### src/rtl/sbqm_pkg.sv
// Shared types and constants for the bank queue manager.
package sbqm_pkg;

    // Photocell beam phase: unbroken or broken by a person.
    typedef enum logic {
        CLEAR   = 1'b0,
        BLOCKED = 1'b1
    } sensor_state_t;

    localparam int unsigned DEF_MAX_PEOPLE = 32'd7;
    localparam int unsigned DEF_SERVICE_T  = 32'd3;

    // Legal range of the active-teller count.
    localparam int unsigned TELLER_MIN = 32'd1;
    localparam int unsigned TELLER_MAX = 32'd3;

endpackage

### src/rtl/sbqm_sensor_fsm.sv
// Pairs beam-change pulses from one photocell into whole-person events.
// The first pulse marks the beam broken, the second marks it restored and
// completes the person. The completion event is combinational so the count
// register can act on it at the very next edge. The port is named evt
// because "event" is a reserved word.
module sbqm_sensor_fsm
    import sbqm_pkg::*;
(
    input  logic clk,
    input  logic rst,
    input  logic pulse,
    output logic evt
);

    sensor_state_t state_r;

    // Beam phase tracking: every pulse toggles the phase, reset clears it.
    always_ff @(posedge clk) begin
        if (rst) begin
            state_r <= CLEAR;
        end else if (pulse) begin
            case (state_r)
                CLEAR:   state_r <= BLOCKED;
                BLOCKED: state_r <= CLEAR;
                default: state_r <= CLEAR;
            endcase
        end else begin
            state_r <= state_r;
        end
    end

    assign evt = (state_r == BLOCKED) && pulse;

endmodule

### src/rtl/sbqm_queue_ctrl.sv
// Queue controller: turns entry/exit photocell pulses into a people count,
// full/empty flags, overflow/underflow pulses and an estimated wait time.
module sbqm_queue_ctrl
    import sbqm_pkg::*;
#(
    parameter int MAX_PEOPLE = DEF_MAX_PEOPLE,
    parameter int CNT_W      = 3,
    parameter int SERVICE_T  = DEF_SERVICE_T,
    parameter int WT_W       = 5
)(
    input  logic             clk,
    input  logic             rst,
    input  logic             back_pulse,
    input  logic             front_pulse,
    input  logic [1:0]       tcount,
    output logic [CNT_W-1:0] pcount,
    output logic [WT_W-1:0]  wtime,
    output logic             empty,
    output logic             full,
    output logic             overflow,
    output logic             underflow,
    output logic             cfg_err
);

    localparam int               GW      = CNT_W + 1;
    localparam logic [CNT_W-1:0] CNT_MAX = CNT_W'(MAX_PEOPLE);
    localparam logic [CNT_W-1:0] CNT_0   = {CNT_W{1'b0}};
    localparam logic [CNT_W-1:0] CNT_1   = CNT_W'(1'b1);
    localparam logic [WT_W-1:0]  SVC     = WT_W'(SERVICE_T);

    // Estimated wait: SERVICE_T minutes per ceil(p / tellers) customers.
    // A zero teller count is treated as one teller. The divisor is at most
    // three, so each case reduces to a constant-divisor expression.
    function automatic logic [WT_W-1:0] wait_minutes(
        input logic [CNT_W-1:0] p,
        input logic [1:0]       t
    );
        logic [GW-1:0] p_ext;
        logic [GW-1:0] groups;
        logic [1:0]    t_eff;
        p_ext = {1'b0, p};
        t_eff = (t < 2'(TELLER_MIN)) ? 2'(TELLER_MIN) : t;
        case (t_eff)
            2'd1:    groups = p_ext;
            2'd2:    groups = (p_ext + GW'(1'b1)) >> 1;
            2'd3:    groups = (p_ext + GW'(2'd2)) / GW'(2'd3);
            default: groups = p_ext;
        endcase
        return WT_W'(groups) * SVC;
    endfunction

    logic             enter_s;
    logic             leave_s;
    logic [CNT_W-1:0] next_cnt_s;
    logic             ovf_s;
    logic             unf_s;

    logic [CNT_W-1:0] pcount_r;
    logic [WT_W-1:0]  wtime_r;
    logic             empty_r;
    logic             full_r;
    logic             overflow_r;
    logic             underflow_r;
    logic             cfg_err_r;

    sbqm_sensor_fsm u_back (
        .clk   (clk),
        .rst   (rst),
        .pulse (back_pulse),
        .evt   (enter_s)
    );

    sbqm_sensor_fsm u_front (
        .clk   (clk),
        .rst   (rst),
        .pulse (front_pulse),
        .evt   (leave_s)
    );

    // Next count and error pulses from the completed enter/leave events;
    // the count saturates at both ends instead of wrapping.
    always_comb begin
        next_cnt_s = pcount_r;
        ovf_s      = 1'b0;
        unf_s      = 1'b0;
        if (enter_s && leave_s) begin
            if (pcount_r == CNT_0) begin
                next_cnt_s = CNT_1;
                unf_s      = 1'b1;
            end else begin
                next_cnt_s = pcount_r;
            end
        end else if (enter_s) begin
            if (pcount_r == CNT_MAX) begin
                ovf_s = 1'b1;
            end else begin
                next_cnt_s = pcount_r + CNT_1;
            end
        end else if (leave_s) begin
            if (pcount_r == CNT_0) begin
                unf_s = 1'b1;
            end else begin
                next_cnt_s = pcount_r - CNT_1;
            end
        end else begin
            next_cnt_s = pcount_r;
        end
    end

    // Count, flags and error pulses, registered together so they agree.
    always_ff @(posedge clk) begin
        if (rst) begin
            pcount_r    <= CNT_0;
            empty_r     <= 1'b1;
            full_r      <= 1'b0;
            overflow_r  <= 1'b0;
            underflow_r <= 1'b0;
        end else begin
            pcount_r    <= next_cnt_s;
            empty_r     <= (next_cnt_s == CNT_0);
            full_r      <= (next_cnt_s == CNT_MAX);
            overflow_r  <= ovf_s;
            underflow_r <= unf_s;
        end
    end

    // Wait time and teller configuration error, one cycle behind their inputs.
    always_ff @(posedge clk) begin
        if (rst) begin
            wtime_r   <= {WT_W{1'b0}};
            cfg_err_r <= 1'b0;
        end else begin
            wtime_r   <= wait_minutes(pcount_r, tcount);
            cfg_err_r <= (tcount == 2'd0);
        end
    end

    assign pcount    = pcount_r;
    assign wtime     = wtime_r;
    assign empty     = empty_r;
    assign full      = full_r;
    assign overflow  = overflow_r;
    assign underflow = underflow_r;
    assign cfg_err   = cfg_err_r;

endmodule

### config.mk
export PLATFORM = sky130hd
export DESIGN_NAME = sbqm_queue_ctrl
export DESIGN_NICKNAME = d
export VERILOG_FILES = /design/src/rtl/sbqm_pkg.sv /design/src/rtl/sbqm_sensor_fsm.sv /design/src/rtl/sbqm_queue_ctrl.sv
export SDC_FILE = /design/constraint.sdc
export NUM_CORES = 1
export LEC_CHECK = 0
export CORE_AREA = 5 5 49 51
export DETAILED_ROUTE_END_ITERATION = 8
export DIE_AREA = 0 0 54 56
export GPL_ROUTABILITY_DRIVEN = 0
export GPL_TIMING_DRIVEN = 0
export PLACE_DENSITY = 0.82
export RECOVER_POWER = 50
export REMOVE_ABC_BUFFERS = 1
export SYNTH_ARGS = -nofsm -noshare
export SYNTH_HDL_FRONTEND = slang
export SYNTH_SLANG_ARGS = --single-unit
### constraint.sdc
create_clock -name clk -period 3.2 [get_ports clk]
set_input_delay 0.64 -clock clk [delete_from_list [all_inputs] [get_ports clk]]
set_output_delay 0.64 -clock clk [all_outputs]
set_load 0.02 [all_outputs]
==> flow_summary.ini <==
[run_status]
outcome = finished, final reports clean

[clock_tree]
cts_repair_resize_count = 0
cts_root_buffer = sky130_fd_sc_hd__clkbuf_4
cts-htree-levels = 1
cts_num_sinks = 15
buffers_from_clock_root_to_sink_at_most = 2
tritoncts_buffers = 3
cts_tree = done
worst_skew_pair.late_latency_ns = 0.28
cts_hold_buffers_added = 0
cts_post_setup_buffers_inserted = 0
clock_pin_slew_worst_setup_and_hold_paths_ns = 0.09

[routing]
routed-via-count = 741
routed_wl_mm = 1.773
avgViaCountPerCell = 5.146
final_antenna_net_count = 0
route.met3.wl_um = 126
drt-initial-drc-count = 6
drt-wirelength-per-cell_um = 12.31
wl_met1_um = 715
drt_pass1_iterations = 4
highest_metal_used = met3
detail_route_met2_wl_um = 931
drc = 0

[grt]
grt_total_usage = 0.1355
grt_first_pass_wirelength_mm = 3.167
global_route.overflow_total = 0
maximum_number_of_pins_on_one_net_before_global_route_repair = 16
via_count_of_the_first_global_routing_pass = 778
grt_antenna_before_repair = 0

[power]
share_seq_of_total_power = 0.392
p_clk_frac = 0.183
leakagePower_nw = 0.4955
sw_frac_of_total = 0.3749
ir_worst_vdd_mv = 0.3055
combPwrFrac = 0.425
power_density_nw_per_um2 = 530.3
p_int_uw = 367.1
p_sw_uw = 220.2

[synth]
syn-cell-area_um2 = 873.3
yosysWarnings = 0
synthTopCellsByCount = sky130_fd_sc_hd__dfxtp_1, sky130_fd_sc_hd__ha_1, sky130_fd_sc_hd__nor2_1
most_used_standard_cell_by_instance_count_after_synthesis = sky130_fd_sc_hd__dfxtp_1
cell_type_contributing_the_most_total_cell_area_after_synthesis = sky130_fd_sc_hd__dfxtp_1
number_of_instances_in_the_synthesized_netlist = 97
synth-seq-cells = 15
synth.yosys.seq_area_share = 0.3438
fraction_of_synthesis_flops_using_an_asynchronous_set_or_reset_pin = 0
synth_enable_flop_cells = 0
netlist.area_leader.share = 0.3438
ys_dominant_reg_cell = sky130_fd_sc_hd__dfxtp_1
synth.avg_cell_area_um2 = 9.003
ys_top_cells_by_area = sky130_fd_sc_hd__dfxtp_1, sky130_fd_sc_hd__ha_1, sky130_fd_sc_hd__nor2_1
post_synth_num_cell_types = 32

[setup_path]
start_to_end_type_of_the_worst_setup_path = reg2reg
worst-endpoint-arrival_ns = 2.89
worstPathMaxFanout = 8
worst-r2r-cell-count = 11
worst-r2r-setup-slack_ns = 0.53
reg2reg_capture_point = wtime[2]
kind_of_end_point_of_the_critical_path = flip-flop
rr_startpoint = pcount[1]
kind_of_start_point_of_the_critical_path = flip-flop
crit_chain = inv_1 -> ha_1 -> nand2b_1 -> and3_1 -> o21a_1 -> o21ai_0 -> nand2_1 -> ha_1 -> inv_1 -> fa_1 -> nor2_1
critical-path-slowest-cell = sky130_fd_sc_hd__dfxtp_1
cp_data_required_time_ns = 3.43
slowest_delay_ns = 0.47
critPathBufInv = 2
path_delay_family = adder cells

[final_layout]
antenna-diode-count = 0
final_net_count = 138
share_of_final_layout_standard_cells_stronger_than_drive_strength_1 = 0.06838
fin_util = 0.5822
syn2layout_area_growth_pct = 26.79

[sta]
rsz0062_at_grt = false
summed_negative_setup_slack_over_all_endpoints_ns = 0
min_period_ns = 2.666
worst_slew_margin_rel = 0.6455
slew_at_the_pin_with_the_worst_max_slew_slack_ns = 0.5300
final_max_slew_viol_count = 0
timing.clock.skew_ns = 0.006649
finalHoldViolations = 0
max_freq_mhz = 375.1
final_min_period_over_clock_period = 0.8331
setup_viol = 0

[die]
chipHeight_um = 56
floorplan.die_area_um2 = 3024
std_cell_rows = 16
core_footprint_um2 = 1902
die_width_um = 54
start_util = 0.4592
num_io_pins = 19

[placed_design]
dp_hpwl_mm = 1.401
numPortBuffers = 18

[run]
timing.max_cap.violations = 0

[hold_path]
worst_hold_path_type = reg2reg
timing.hold.worst_endpoint = overflow
worst_hold_startpoint = u_back.state_r
holdPathStages = 2
## per-layer routing
layer	up-vias	GRT usage
li1	380	-
met1	345	0.1426
met2	16	0.2370
met3	0	0.05362
met4	0	0.04270
met5	-	0
## power groups by stage
stage	Sequential, mW	Clock (mW)	Combinational (mW)
floorplan	0.258	0	0.143
global placement	0.234	0	0.244
detailed placement	0.236	0	0.255
CTS	0.231	0.112	0.257
global route	0.235	0.122	0.279
finish	0.230	0.108	0.250
## worst reg2reg max path, stage by stage (launching register included)
cell                       delay, ns
sky130_fd_sc_hd__dfxtp_1        0.47
sky130_fd_sc_hd__inv_1          0.20
sky130_fd_sc_hd__ha_1           0.34
sky130_fd_sc_hd__nand2b_1       0.17
sky130_fd_sc_hd__and3_1         0.19
sky130_fd_sc_hd__o21a_1         0.16
sky130_fd_sc_hd__o21ai_0        0.20
sky130_fd_sc_hd__nand2_1        0.09
sky130_fd_sc_hd__ha_1           0.22
sky130_fd_sc_hd__inv_1          0.07
sky130_fd_sc_hd__fa_1           0.41
sky130_fd_sc_hd__nor2_1         0.10
## layout make-up
class	count	area, µm²
fill	162	794.5
inverter	7	26.28
clock inverter	1	5.005
clock buffer	3	22.52
sequential	15	300.3
multi-input combinational	73	539.3
tap	27	33.78
timing repair buffer	18	180.2
## state kept, by name (all words and copies together), names as in the netlist
name / count
u_back.state_r: 1
full: 1
u_front.state_r: 1
underflow: 1
empty: 1
pcount: 3
wtime: 5
cfg_err: 1
overflow: 1
## cells by family (layout without fill, tap and decap cells)
group / after synthesis / count (layout) / share of synthesized area
AO/OA/AOI/OAI: 20 / 20 / 0.1504
XOR/XNOR: 3 / 3 / 0.03009
adder cells (fa/ha/maj): 14 / 14 / 0.2092
buffers and inverters: 9 / 29 / 0.03869
flip-flops: 15 / 15 / 0.3438
multiplexers: 3 / 3 / 0.03439
AND/OR/NAND/NOR: 33 / 33 / 0.1934
## cell usage in the layout (no fill, tap or decap), drive strengths merged
master,instances
nor3,3
nor3b,1
o21a,1
nand4,1
dlygate4sd3,10
xnor2,3
a211oi,1
a21oi,4
clkbuf,3
mux2i,3
and2,1
ha,13
or3,1
fa,1
nor4,1
a31o,1
clkinv,1
clkdlybuf4s50,8
dfxtp,15
o211ai,1
o21ai,4
nor2,13
a31oi,4
a32oi,1
nor2b,1
o22ai,2
nand2b,2
and3,2
o22a,1
inv,7
nand3,2
nand2,5
## worst max-delay path by stage
stage / startpoint / end / slack, ns / cells after the start
CTS: pcount[1] / wtime[2] / 0.51 / 11
detailed placement: tcount[0] / wtime[2] / 0.52 / 9
global placement: tcount[0] / wtime[3] / 0.56 / 10
global route: pcount[1] / wtime[2] / 0.26 / 11
finish: pcount[1] / wtime[2] / 0.53 / 11
floorplan: pcount[1] / wtime[2] / 0.63 / 11
## stage by stage
step / total power, mW / area (µm²) / hold WS (ns) / cells / setup WS (ns)
2_1_floorplan: 0.4007 / 865.8 / 0.5042 / 95 / 0.6294
3_3_place_gp: 0.4781 / 1080 / 0.5314 / 140 / 0.5551
3_5_place_dp: 0.4914 / 1080 / 0.5462 / 140 / 0.5155
4_1_cts: 0.6013 / 1107 / 0.5585 / 144 / 0.5142
5_1_grt: 0.6352 / 1107 / 0.5937 / 144 / 0.2623
6_report: 0.5872 / 1107 / 0.5543 / 144 / 0.5340
No activity file was read; power rests on OpenSTA's default activity.
